File: config.mk
export PLATFORM = sky130hd
export DESIGN_NAME = pe_psum_drain
export DESIGN_NICKNAME = d
export VERILOG_FILES = /design/src/rtl/pe_psum_drain.sv
export SDC_FILE = /design/constraint.sdc
export NUM_CORES = 1
export LEC_CHECK = 0
export CORE_UTILIZATION = 57
export DETAILED_ROUTE_END_ITERATION = 10
export MAX_ROUTING_LAYER = met4
export PLACE_DENSITY = 0.77
export RECOVER_POWER = 100
export SETUP_SLACK_MARGIN = 0.15
export SYNTH_ARGS = -nofsm -noshare
export SYNTH_HDL_FRONTEND = slang
export SYNTH_SLANG_ARGS = --single-unit
File: constraint.sdc
create_clock -name i_clk -period 21.9 [get_ports i_clk]
set_input_delay 2.19 -clock i_clk [delete_from_list [all_inputs] [get_ports i_clk]]
set_output_delay 2.19 -clock i_clk [all_outputs]
set_load 0.005 [all_outputs]
File: src/rtl/pe_psum_drain.sv
// pe_psum_drain
//
// Consumer end of the PE array's psum_t_down interface. The bottom-row partial
// sums arrive column-skewed: column c of a wave shows up c*SKEW cycles after
// column 0. Each column is delayed so that all N words of a wave line up on the
// cycle column N-1 arrives. That aligned row is pushed into a DEPTH-row FIFO.
// A serializer then streams the head row column-by-column on a valid/ready
// interface. Words are passed bit-exact.
//
// Ports
//   i_clk         clock, rising edge
//   i_rest_n      synchronous active-low reset (priority over i_clr)
//   i_clr         synchronous flush, same effect as reset
//   i_col0_valid  column 0 of a wave is present on psum_f_top[0] this cycle
//   psum_f_top    bottom-row psums, one word per column (column-skewed)
//   o_psum        serialized word (0 while idle)
//   o_valid       o_psum is valid
//   i_ready       downstream accepts o_psum this cycle
//   o_col_idx     column index of o_psum
//   o_last        o_psum is the last column of its row
//   o_count       rows currently held in the FIFO
//   o_overflow    sticky: a committed row was dropped because the FIFO was full
//
// NUMBER_PE_COL >= 2 and DEPTH a power of two >= 2 are assumed; SKEW >= 1.

module pe_psum_drain #(
    parameter int unsigned DATA_WIDTH    = 32,
    parameter int unsigned NUMBER_PE_COL = 8,
    parameter int unsigned SKEW          = 1,
    parameter int unsigned DEPTH         = 4
) (
    input  logic                               i_clk,
    input  logic                               i_rest_n,
    input  logic                               i_clr,
    input  logic                               i_col0_valid,
    input  logic [DATA_WIDTH-1:0]              psum_f_top [NUMBER_PE_COL-1:0],
    output logic [DATA_WIDTH-1:0]              o_psum,
    output logic                               o_valid,
    input  logic                               i_ready,
    output logic [$clog2(NUMBER_PE_COL)-1:0]   o_col_idx,
    output logic                               o_last,
    output logic [$clog2(DEPTH+1)-1:0]         o_count,
    output logic                               o_overflow
);

    localparam int unsigned ChainLen = (NUMBER_PE_COL - 1) * SKEW;
    localparam int unsigned ColW     = $clog2(NUMBER_PE_COL);
    localparam int unsigned PtrW     = $clog2(DEPTH);
    localparam int unsigned CntW     = $clog2(DEPTH + 1);

    localparam logic [ColW-1:0] LastCol  = ColW'(NUMBER_PE_COL - 1);
    localparam logic [CntW-1:0] DepthCnt = CntW'(DEPTH);

    typedef enum logic [0:0] {
        StIdle,
        StSend
    } state_e;

    typedef logic [NUMBER_PE_COL-1:0][DATA_WIDTH-1:0] row_t;

    logic                w_commit;
    row_t                w_row;

    row_t                r_mem [DEPTH];
    logic [PtrW-1:0]     r_wptr, w_wptr_d;
    logic [PtrW-1:0]     r_rptr, w_rptr_d;
    logic [CntW-1:0]     r_count, w_count_d;
    logic [ColW-1:0]     r_col_idx, w_col_idx_d;
    logic                r_overflow, w_overflow_d;
    state_e              r_state, w_state_d;

    logic                w_full;
    logic                w_xfer;
    logic                w_pop;
    logic                w_push;
    logic                w_drop;

    // ------------------------------------------------------------------
    // Valid chain: a wave's column-0 strobe emerges exactly when its last
    // column is on the input, which is the row commit point.
    // ------------------------------------------------------------------
    generate
        if (ChainLen == 0) begin : g_no_chain
            assign w_commit = i_col0_valid;
        end else begin : g_chain
            logic [ChainLen-1:0] r_vchain;

            always_ff @(posedge i_clk) begin
                if (!i_rest_n || i_clr) begin
                    r_vchain <= '0;
                end else begin
                    // Shift left, new strobe enters at bit 0.
                    r_vchain <= ChainLen'({r_vchain, i_col0_valid});
                end
            end

            assign w_commit = r_vchain[ChainLen-1];
        end
    endgenerate

    // ------------------------------------------------------------------
    // Deskew: column c is delayed (N-1-c)*SKEW cycles so every column of a
    // wave lands in w_row on the commit cycle. Data is free-running and
    // never reset; only the valid chain decides what gets committed.
    // ------------------------------------------------------------------
    generate
        for (genvar gc = 0; gc < NUMBER_PE_COL; gc++) begin : g_col
            localparam int unsigned Dly = (NUMBER_PE_COL - 1 - gc) * SKEW;

            if (Dly == 0) begin : g_direct
                assign w_row[gc] = psum_f_top[gc];
            end else begin : g_delay
                logic [Dly-1:0][DATA_WIDTH-1:0] r_line;

                always_ff @(posedge i_clk) begin
                    r_line <= (Dly * DATA_WIDTH)'({r_line, psum_f_top[gc]});
                end

                assign w_row[gc] = r_line[Dly-1];
            end
        end
    endgenerate

    // ------------------------------------------------------------------
    // FIFO control. A commit into a full FIFO still succeeds when the head
    // row is popped on the same edge; otherwise the row is dropped.
    // ------------------------------------------------------------------
    always_comb begin
        w_full = (r_count == DepthCnt);
        w_xfer = (r_state == StSend) && i_ready;
        w_pop  = w_xfer && (r_col_idx == LastCol);
        w_push = w_commit && (!w_full || w_pop);
        w_drop = w_commit && w_full && !w_pop;
    end

    always_comb begin
        w_wptr_d     = r_wptr;
        w_rptr_d     = r_rptr;
        w_count_d    = r_count;
        w_col_idx_d  = r_col_idx;
        w_overflow_d = r_overflow | w_drop;

        if (w_push) begin
            w_wptr_d = r_wptr + PtrW'(1);
        end
        if (w_pop) begin
            w_rptr_d = r_rptr + PtrW'(1);
        end

        if (w_push && !w_pop) begin
            w_count_d = r_count + CntW'(1);
        end else if (w_pop && !w_push) begin
            w_count_d = r_count - CntW'(1);
        end

        if (w_xfer) begin
            w_col_idx_d = w_pop ? '0 : r_col_idx + ColW'(1);
        end
    end

    always_ff @(posedge i_clk) begin
        if (w_push) begin
            r_mem[r_wptr] <= w_row;
        end
    end

    // ------------------------------------------------------------------
    // Serializer FSM
    // ------------------------------------------------------------------
    always_ff @(posedge i_clk) begin
        if (!i_rest_n || i_clr) begin
            r_wptr     <= '0;
            r_rptr     <= '0;
            r_count    <= '0;
            r_col_idx  <= '0;
            r_overflow <= 1'b0;
            r_state    <= StIdle;
        end else begin
            r_wptr     <= w_wptr_d;
            r_rptr     <= w_rptr_d;
            r_count    <= w_count_d;
            r_col_idx  <= w_col_idx_d;
            r_overflow <= w_overflow_d;
            r_state    <= w_state_d;
        end
    end

    // State tracks FIFO occupancy after this edge, so o_valid rises the cycle
    // after the first commit into an empty FIFO.
    always_comb begin
        w_state_d = r_state;
        o_valid   = 1'b0;
        o_psum    = '0;

        unique case (r_state)
            StIdle: begin
                if (w_count_d != '0) begin
                    w_state_d = StSend;
                end
            end
            StSend: begin
                o_valid = 1'b1;
                o_psum  = r_mem[r_rptr][r_col_idx];
                if (w_count_d == '0) begin
                    w_state_d = StIdle;
                end
            end
            default: begin
                w_state_d = StIdle;
            end
        endcase
    end

    assign o_col_idx  = r_col_idx;
    assign o_last     = o_valid && (r_col_idx == LastCol);
    assign o_count    = r_count;
    assign o_overflow = r_overflow;

endmodule

# ---- Yosys cells after proc, flatten, opt, wreduce, memory -nomap -nowiden
# Memories as Yosys holds them, arrays and structs flattened. A register that Yosys moved wholly into a read port is not among the register bits.
# Cells that the tools add are included.
# Widths: inputs -> output; s select.
dict set report classes {
  add_sub_neg 5
  magnitude_cmp 1
  n_eq_ne 2
  muxes 14
  bitwise_logic 2
  reduce_logical 16
}
# operator count
set op_table {}
lappend op_table {{$bmux 32 s3} 1}
lappend op_table {{$mux 32} 2}
lappend op_table {{$mux 3} 3}
lappend op_table {{$logic_and 1x1->1} 8}
lappend op_table {{$add 3x1->3 const B} 2}
lappend op_table {{$eq 3x3->1 const B} 2}
lappend op_table {{$mux 1} 5}
lappend op_table {{$add 2x1->2 const B} 2}
lappend op_table {{$logic_not 1->1} 4}
lappend op_table {{$lt 3x4->1 const B} 1}
lappend op_table {{$mux 2} 2}
lappend op_table {{$logic_not 3->1} 1}
lappend op_table {{$reduce_bool 3->1} 1}
lappend op_table {{$sub 3x1->3 const B} 1}
lappend op_table {{$logic_or 1x1->1} 2}
lappend op_table {{$pmux 1 s2} 1}
lappend op_table {{$not 1->1} 1}
lappend op_table {{$or 1x1->1} 1}
dict set report totals {
  regBits 915
  ram_bits 1024
  inputBits 261
  out_inout_bits 41
  elab_cells 76
  mem_count 1
}
# memory depth width read_ports rd_clocked_by_memory_dff wr line
set memory_table {}
lappend memory_table {r_mem 4 256 1 1 1 64} ;# row_t r_mem [DEPTH];

# ---- Longest topological paths before layout
dict set report depth {
  word_depth 11
  depth_mapped 9
  ltp_nobuf 6
}

# ---- Least setup slack after synthesis
# No wires, ideal clock.
dict set report synth_timing {
  kind {in2reg}
  start {input i_ready}
  end {memory r_mem[0][0] in the netlist's numbering, enable pin}
  setup_time_ns 0.650
  arrival_ns 8.646
  required_ns 21.250
  slack_ns 12.603
  path_stages 5
  path_buffers 1
  path_cell_list {and3_1 > clkbuf_1 > nor2_1 > nor2b_1 > and2_1}
}
dict set report synth_between {
  elab_chain_len 6
}
# element line
set synth_rtl {}
lappend synth_rtl {{from (decl)} 39} ;# input logic i_ready,
lappend synth_rtl {{$logic_and 1x1->1} 130} ;# w_xfer = (r_state == StSend) && i_ready;
lappend synth_rtl {{$logic_and 1x1->1} 131} ;# w_pop = w_xfer && (r_col_idx == LastCol);
lappend synth_rtl {{$logic_or 1x1->1} 132} ;# w_push = w_commit && (!w_full || w_pop);
lappend synth_rtl {{$logic_and 1x1->1} 132}
lappend synth_rtl {{$mux 1} 162} ;# if (w_push) begin
lappend synth_rtl {{$mux 1 (implied by the code)} 163} ;# r_mem[r_wptr] <= w_row;
lappend synth_rtl {{to (decl)} 64}
# Every way passes these cells.

==> run metrics <==
status=finished with violations; violated checks=capacitance limit, slew limit; Setup violations, final=0; Final nets=3315; Non-Filler Instances=between 4000 and 5000; GR Overflow Total=0; maximum vdd ir drop=slightly below 0.00008 V; min-delay worst type=flop to flop; Rows=about 120; dpl hpwl=about 66 mm; placeable core area=between 100000 and 150000 sq um; Tightest Pin Transition=approximately 4.4 ns; commonest non-fill, non-tap cell in the layout=edfxtp_1; Crit Path Category=flop to output port; Clock Root Buffer=clkbuf_16; Fin Setup TNS=0 ns; Placed Cells=4225; worst skew pair latency=between 0.7 and 0.8 ns; drt wl/cell=between 20 and 30 microns; Synth Net Count=around 2900; CP Data Arrival Time=12.16 ns; share of the synthesized area in the top cell type=0.532; DRT iter0 DRCs=2515; Synth area leaders=edfxtp_1, dfxtp_1, mux4_2; CTS Buf Count=roughly 180; Yosys Warn Count=0; final hold violations=0; CTS Buffer Depth=3; share of layout cells above drive strength 1=0.181; final setup margin=about 7.5 ns; Design Area, Final=roughly 68000 sq um; Slew Viols, Final=about 710; CP max FO=61; CTS tree=done; Seq/Total Area, Yosys=0.850; cell count after synthesis=2644; starting density of the core=0.576; Vias=around 26000; static leakage=about 23 nW; Final GP Congestion=around 0.79; Final period util=0.655; asr flop ratio synth=0; max cap viols=15; antenna violations before repair=19; Avg Cell Area, Syn=between 20 and 25 sq um; clk sinks=1941; port bufs=around 300; residual DRC count=0; Final Skew=around 0.028 ns; EDFF count, synth=~1000; I/O pins=302; pin count of the biggest net entering global routing=approximately 160; crit path capture type=output port; pre-CTS setup slack=about 14 ns; Die X=around 320 microns; Post-CTS Setup Inserts=0; Rel. slew slack=-1.96; most frequent cells in the layout=edfxtp_1, dfxtp_1, dlygate4sd3_1; DR pass1 iterations=5; crit start category=flop; ys flop type=edfxtp_1; detailed-route wire length=roughly 110 mm; power density over cell area=a little over 100 nW/um^2; Max Clk Rate=69.7 MHz; Yosys top cell by area=edfxtp_1; CP required=19.71 ns; DP Area=62200 sq um; Final Critical Period=between 10 and 15 ns; Antenna Nets Post-Route=0; H-Tree Depth=4; Pwr Total=about 7.0 mW; flops & latches, synth=between 1500 and 2000; first-pass GRT wire length=around 170 mm; Tot GR Track Use=0.233; Reg clk slew, reported paths=~0.06 ns; Post-CTS Hold Buffers=0; DR vias/cell=~5.6; Post-CTS Resized=0; Mapped Area=a little under 60000 sq um; DIE AREA=roughly 100000 sq um; number of global-route vias before repair=27024; RSZ-0062 raised after global routing=false; post-synth cell types=46; area grow syn2layout=17.8%; Die Span Y=320 microns
where the power goes:
part	internal [mW]	switching (mW)
Sequential	3.91	0.0475
Clock	1.74	1.30
Combinational	0.0313	0.0141
worst max-delay path, stage by stage (launching register included):
cell and delay (ns):
dfxtp_1 2.16, buf_4 0.90, clkbuf_1 3.01, clkbuf_1 2.93
mux4_2 0.69, mux2_2 0.18, o221ai_1 0.21, a31oi_1 0.55
dlygate4sd3_1 0.63
cell type report:
class | instances | area (sq um)
clock inverter | 82 | 931
inverter | 7 | 28.8
clock buffer | 246 | 4920
timing repair buffer | 325 | 3220
multi-input combinational | 595 | 8130
fill | 5985 | 32200
sequential | 1941 | 49100
antenna | 14 | 35.0
tap | 1357 | 1700
Yosys cell counts, types with 2 or more instances:
cell          n
o221ai_1     33
and2_1       12
nor2_1       12
o21ai_0      14
a31oi_1      32
clkbuf_1     49
dfxtp_1     917
buf_2        29
o2111ai_1     8
xnor2_1       2
mux2_2       64
o21ai_1      11
buf_6        10
inv_1         6
mux4_2      224
ha_1          9
a221oi_2      2
a221oi_1     22
a21oi_1       4
mux2i_1      69
nand2_1      23
nor2b_1       3
a22oi_1      32
buf_4        11
nand2b_1      2
edfxtp_1   1024
per-stage QoR:
stage | util | hold WS (ns)
floorplan | - | 0.310
global placement | 0.621 | 0.310
detailed placement | 0.621 | 0.312
CTS | 0.679 | 0.313
global route | 0.679 | 0.309
finish | 0.679 | 0.311
final timing paths:
kind / from / to / slack (ns) / cells after the start
worst max-delay path: flop / o_psum[15] / 7.55 / 8
worst min-delay path: g_col[3].g_delay.r_line[82] / g_col[3].g_delay.r_line[114] / 0.31 / 0
worst max register to register: o_col_idx[1] / r_mem[1][18] / 10.81 / 9
worst min register to register: g_col[3].g_delay.r_line[82] / g_col[3].g_delay.r_line[114] / 0.31 / 0
flip-flops by register name, summed over array words and instances (netlist names), 2 cells and up, named ones only:
| signal | flops |
|---|---|
| g_chain.r_vchain | 7 |
| g_col.g_delay.r_line | 896 |
| o_col_idx | 3 |
| o_count | 3 |
| r_mem | 1024 |
| r_rptr | 2 |
| r_wptr | 2 |
kinds of logic after synthesis:
family,count (synthesis),share of synthesized area
flops,1941,0.850
mux,357,0.112
compound gates,161,0.0206
buf+inv,108,0.00994
simple gates,65,0.00572
fa+ha+maj,9,0.00195
xor+xnor,3,0.000455
metal layers:
layer	vias up	global-route usage	part of all wire
li1	11103	-	-
met4	0	0.0672	0.022
met3	193	0.0491	0.079
met5	-	-	0
met2	1064	0.373	0.50
met1	13169	0.304	0.40
No activity file was read; power rests on OpenSTA's default activity.
==> edit 1 (config.mk and constraints unchanged) <==
The parameter `DEPTH` goes from 4 to 2.
--- a/src/rtl/pe_psum_drain.sv
+++ b/src/rtl/pe_psum_drain.sv
@@ -27,7 +27,7 @@
     parameter int unsigned DATA_WIDTH    = 32,
     parameter int unsigned NUMBER_PE_COL = 8,
     parameter int unsigned SKEW          = 1,
-    parameter int unsigned DEPTH         = 4
+    parameter int unsigned DEPTH         = 2
 ) (
     input  logic                               i_clk,
     input  logic                               i_rest_n,
Interface: changed (resized o_count); port bits go from 302 to 301. The function was not compared with the original's and may differ.
==> edit 1 against the unedited design <==
  * The flow still finishes with violations (capacitance limit, slew limit)
  * Synthesized area shrank 33%
  * Die area is 33% lower
  * Maximum frequency grew 13%
  * Sequential cell count shrank 516
  * Power shrank 26%
  * Routed wire length is 37% lower
  * Worst setup slack better by 1600 ps
  * Design area fell by 32%
  * Critical endpoint is now o_psum[23]
  * Highest routed layer unchanged
==> edit 1: results (changes against the unedited design) <==
outcome: "finished, violations left"
failed_checks: "capacitance limit, slew limit"
syn_area_per_cell_um2: 19.2  # -12%
groute.usage.overall_pct: 21.9  # -1.3 points
avgRoutedWirePerCell_um: 21.4  # -15%
nets: 2655  # -20%
initial_antenna_violation_count: 13  # -6
cellLeakagePower_nw: 16.9  # -27%
dp_cells: 3119  # -26%
insertion_delay_ps: 730  # -50 ps
number_of_pins_exceeding_their_max_slew_limit_in_the_final_report: 510  # -28%
postSynthNetCount: 2268  # -22%
use_met2_pct: 36.2  # -1.0 points
grt_pass1_vias: 18000  # -33%
placed_cell_area_mm2: 0.0422  # -32%
grt.met3_usage_pct: 4.78  # -0.13 points
synthDistinctLibCells: 35  # -24%
max_cap_violations: 7  # -8
reg_top3: "g_col.g_delay.r_line (896), r_mem (512), g_chain.r_vchain (7)"
setup.reg_to_reg.worst_slack_ps: 9780  # -1030 ps
met2WireLength_um: 36700  # -36%
clock_skew_ps: 24.5  # -3.37 ps
yosys_most_used_dff: "dfxtp_1"
wl_met1_um: 28600  # -37%
vdd_ir_drop_max_mv: 0.0770  # -1.9%
critical_path.reg2reg.endpoint: "r_mem[0][43]"
[edit 1: final cells by class]
type	instances	area, um^2
flip-flops and latches	1425	33700
fillers	4001	19600
clock inverters	39	350
diodes	8	20.0
well taps	864	1080
repair buffers	312	3080
clock buffers	207	4120
multi-input cells	515	4280
inverters	3	11.3
[edit 1: logic make-up after synthesis]
kind of cell             synth area share [%]
flip-flops                               87.5
AND/OR/NAND/NOR                          1.04
adder cells (fa/ha/maj)                0.0976
multiplexers                             6.74
AO/OA/AOI/OAI                            3.14
XOR/XNOR                               0.0683
buffers and inverters                    1.41
[edit 1: report_power, final]
group	switching, mW	internal, mW	total, mW
Sequential	0.0331	2.83	2.86
Clock	0.938	1.34	2.28
Combinational	0.0118	0.0311	0.0429
Total	0.983	4.20	5.18
[edit 1: worst max-delay path, delay by kind of cell (launching register included)]
family,cells,cell delay [ps]
buffers and inverters,3,6630
flip-flops,1,1920
AO/OA/AOI/OAI,2,570
multiplexers,1,380
AND/OR/NAND/NOR,1,210
==> edit 2 (same settings) <==
Made on the original files. Register the output `o_count` once more; this adds one clock of latency there. The other outputs are not delayed to match.
--- a/src/rtl/pe_psum_drain.sv
+++ b/src/rtl/pe_psum_drain.sv
@@ -213,7 +213,9 @@
 
     assign o_col_idx  = r_col_idx;
     assign o_last     = o_valid && (r_col_idx == LastCol);
-    assign o_count    = r_count;
+    always_ff @(posedge i_clk) begin
+        o_count <= r_count;
+    end
     assign o_overflow = r_overflow;
 
 endmodule
Formal check against the unedited RTL: same outputs for any inputs over 4 cycles, from zero or initial values; that may be too few to reach the edited logic, so the function may still have changed.
==> edit 2 against the unedited design <==
  * Largest cell class unchanged
  * Clock skew increased by 0.84 ps
  * Routed wire length decreased by 2.0%
  * The run still ends with capacitance limit, slew limit left
  * Design area increased by 0.45%
  * Critical endpoint is now r_mem[1][9]
  * Sequential power about the same
  * Sequential cell count increased by 3
  * Via count decreased by 0.62%
  * Worst setup slack improved by 290 ps
  * Synthesized area increased by 0.10%
  * Power increased by 1.1%
  * Critical path type is now reg2reg
==> edit 2: results (changes against the unedited design) <==
ctsRootBufferMaster: "clkbuf_16"
vdd_ir_drop_max_mv: 0.0775  # -1.2%
max_slew.worst_pin.slew_ps: 9030  # +4590 ps
crit_family: "buffers and inverters"
ys_warn_count: 0  # unchanged
cellLeakagePower_nw: 23.4  # +0.74%
initial_antenna_violation_count: 22  # +3
outcome: "finished, violations left"
setup_viol: 0  # unchanged
cts_buffers: 178  # +1.7%
reg_top3: "r_mem (1024), g_col.g_delay.r_line (896), g_chain.r_vchain (7)"
power_report.internal_total_mw: 5.75  # +1.3%
timing.reg2reg.worst_path_depth: 8  # -1
insertion_delay_ps: 790
totalWireLength_um: 112000  # -2.0%
gp_routability_congestion: 0.783  # -0.75%
synth-edff-count: 1024  # unchanged
postCtsSetupRepairBufs: 0  # unchanged
worstSetupEndpointType: "register"
critical_path_arrival_ps: 14160  # +2000 ps
clk_pin_slew_worst_paths_ps: 60  # about the same
failed_checks: "capacitance limit, slew limit"
detail_route.first_pass.iterations: 7  # +2
synthTopCellsByArea: "edfxtp_1 (53%), dfxtp_1 (32%), mux4_2 (8.7%)"
worst_r2r_startpoint: "o_col_idx[1]"
min-delay-path-class: "reg2reg"
max_cap_violations: 19  # +4
route.detailed.vias_per_inst: 5.53  # -1.1%
worst-path-max-fanout: 137  # +120%
synthDistinctLibCells: 46  # unchanged
synthArstFlopShare_pct: 0  # unchanged
grt_pass1_vias: 26600  # -1.5%
critical_path.reg2reg.endpoint: "r_mem[1][9]"
setup.reg_to_reg.worst_slack_ps: 7840  # -2970 ps
dpl.hpwl_um: 65600  # -0.43%
cts_repair_resize_count: 0  # unchanged
drt_iter0_markers: 2375  # -5.6%
postSynthNetCount: 2917  # +0.10%
synth_seq_area_share_pct: 85.0  # about the same
cts.path.max_buffers: 3  # unchanged
critical_path_top_delay_cell: "clkbuf_1"
clock_skew_ps: 28.7  # +0.839 ps
post_route_cells_drive_above_1_share_pct: 18.7  # +0.61 points
critical-path-max-stage-delay_ps: 6530  # +3520 ps
yosys_most_used_dff: "edfxtp_1"
number_of_pins_exceeding_their_max_slew_limit_in_the_final_report: 1203  # +69%
ctsHtreeMaxLevel: 4  # unchanged
buffer_ports.inserted: 301  # unchanged
grt_first_pass_wirelength_um: 167000  # -1.7%
synth_commonest_cells: "edfxtp_1 (1024), dfxtp_1 (920), mux4_2 (224)"
groute.usage.overall_pct: 22.9  # -0.37 points
grt_start_max_net_pins: 138  # -12%
start_kind: "register"
nets: 3326  # +0.33%
==> edit 2: changes by cell type after synthesis <==
cell	delta
dfxtp_1	+3
==> edit 2: worst min path at each step <==
stage                                      start                      endpoint  slack (ps)  cells past startpoint
global route        g_col[2].g_delay.r_line[110]  g_col[2].g_delay.r_line[142]         320                      0
detailed placement  g_col[0].g_delay.r_line[102]  g_col[0].g_delay.r_line[134]         310                      0
global placement     g_col[1].g_delay.r_line[74]  g_col[1].g_delay.r_line[106]         310                      0
finish              g_col[1].g_delay.r_line[101]  g_col[1].g_delay.r_line[133]         310                      0
CTS                 g_col[2].g_delay.r_line[110]  g_col[2].g_delay.r_line[142]         300                      0
floorplan            g_col[0].g_delay.r_line[68]  g_col[0].g_delay.r_line[100]         310                      0
==> edit 2: power groups by stage <==
stage	Clock, mW	Sequential [mW]	Combinational, mW
CTS	3.17	3.96	0.0549
finish	3.12	3.96	0.0451
global placement	0	4.04	0.0535
global route	3.32	3.97	0.0477
detailed placement	0	4.04	0.0543
floorplan	0	4.02	0.000671
==> edit 2: metal layers <==
layer	share of wire, %	up-vias	track usage (%)
met5	0	-	-
met4	2.1	0	6.94
met3	9.0	163	6.26
met2	49	1107	35.8
met1	40	13000	29.5
li1	-	11100	-
==> edit 2: area by class of cell <==
type,count,area (um^2)
antenna,17,42.5
fill,6056,31900
sequential,1944,49200
inverter,7,28.8
clock buffer,261,5340
tap,1357,1700
multi-input combinational,595,8130
timing repair buffer,330,3190
clock inverter,77,777
==> edit 2: through the flow <==
stage	instance area (um^2)	setup WS [ps]	util (%)	instances
after floorplan	57900	12600	-	2647
after global placement	62300	15110	62.1	4233
after detailed placement	62300	15030	62.1	4233
after CTS	68400	14160	68.2	4571
after global routing	68400	7010	68.2	4584
final	68400	7840	68.2	4588
==> edit 2: cells by family (layout without fill, tap and decap cells) <==
logic type,Yosys count,count (layout),share of synthesized area (%)
flops,1944,1944,85.0
mux,357,357,11.2
compound gates,161,161,2.06
buf+inv,108,675,0.993
simple gates,65,65,0.571
fa+ha+maj,9,9,0.195
xor+xnor,3,3,0.0454
other cells,0,17,0
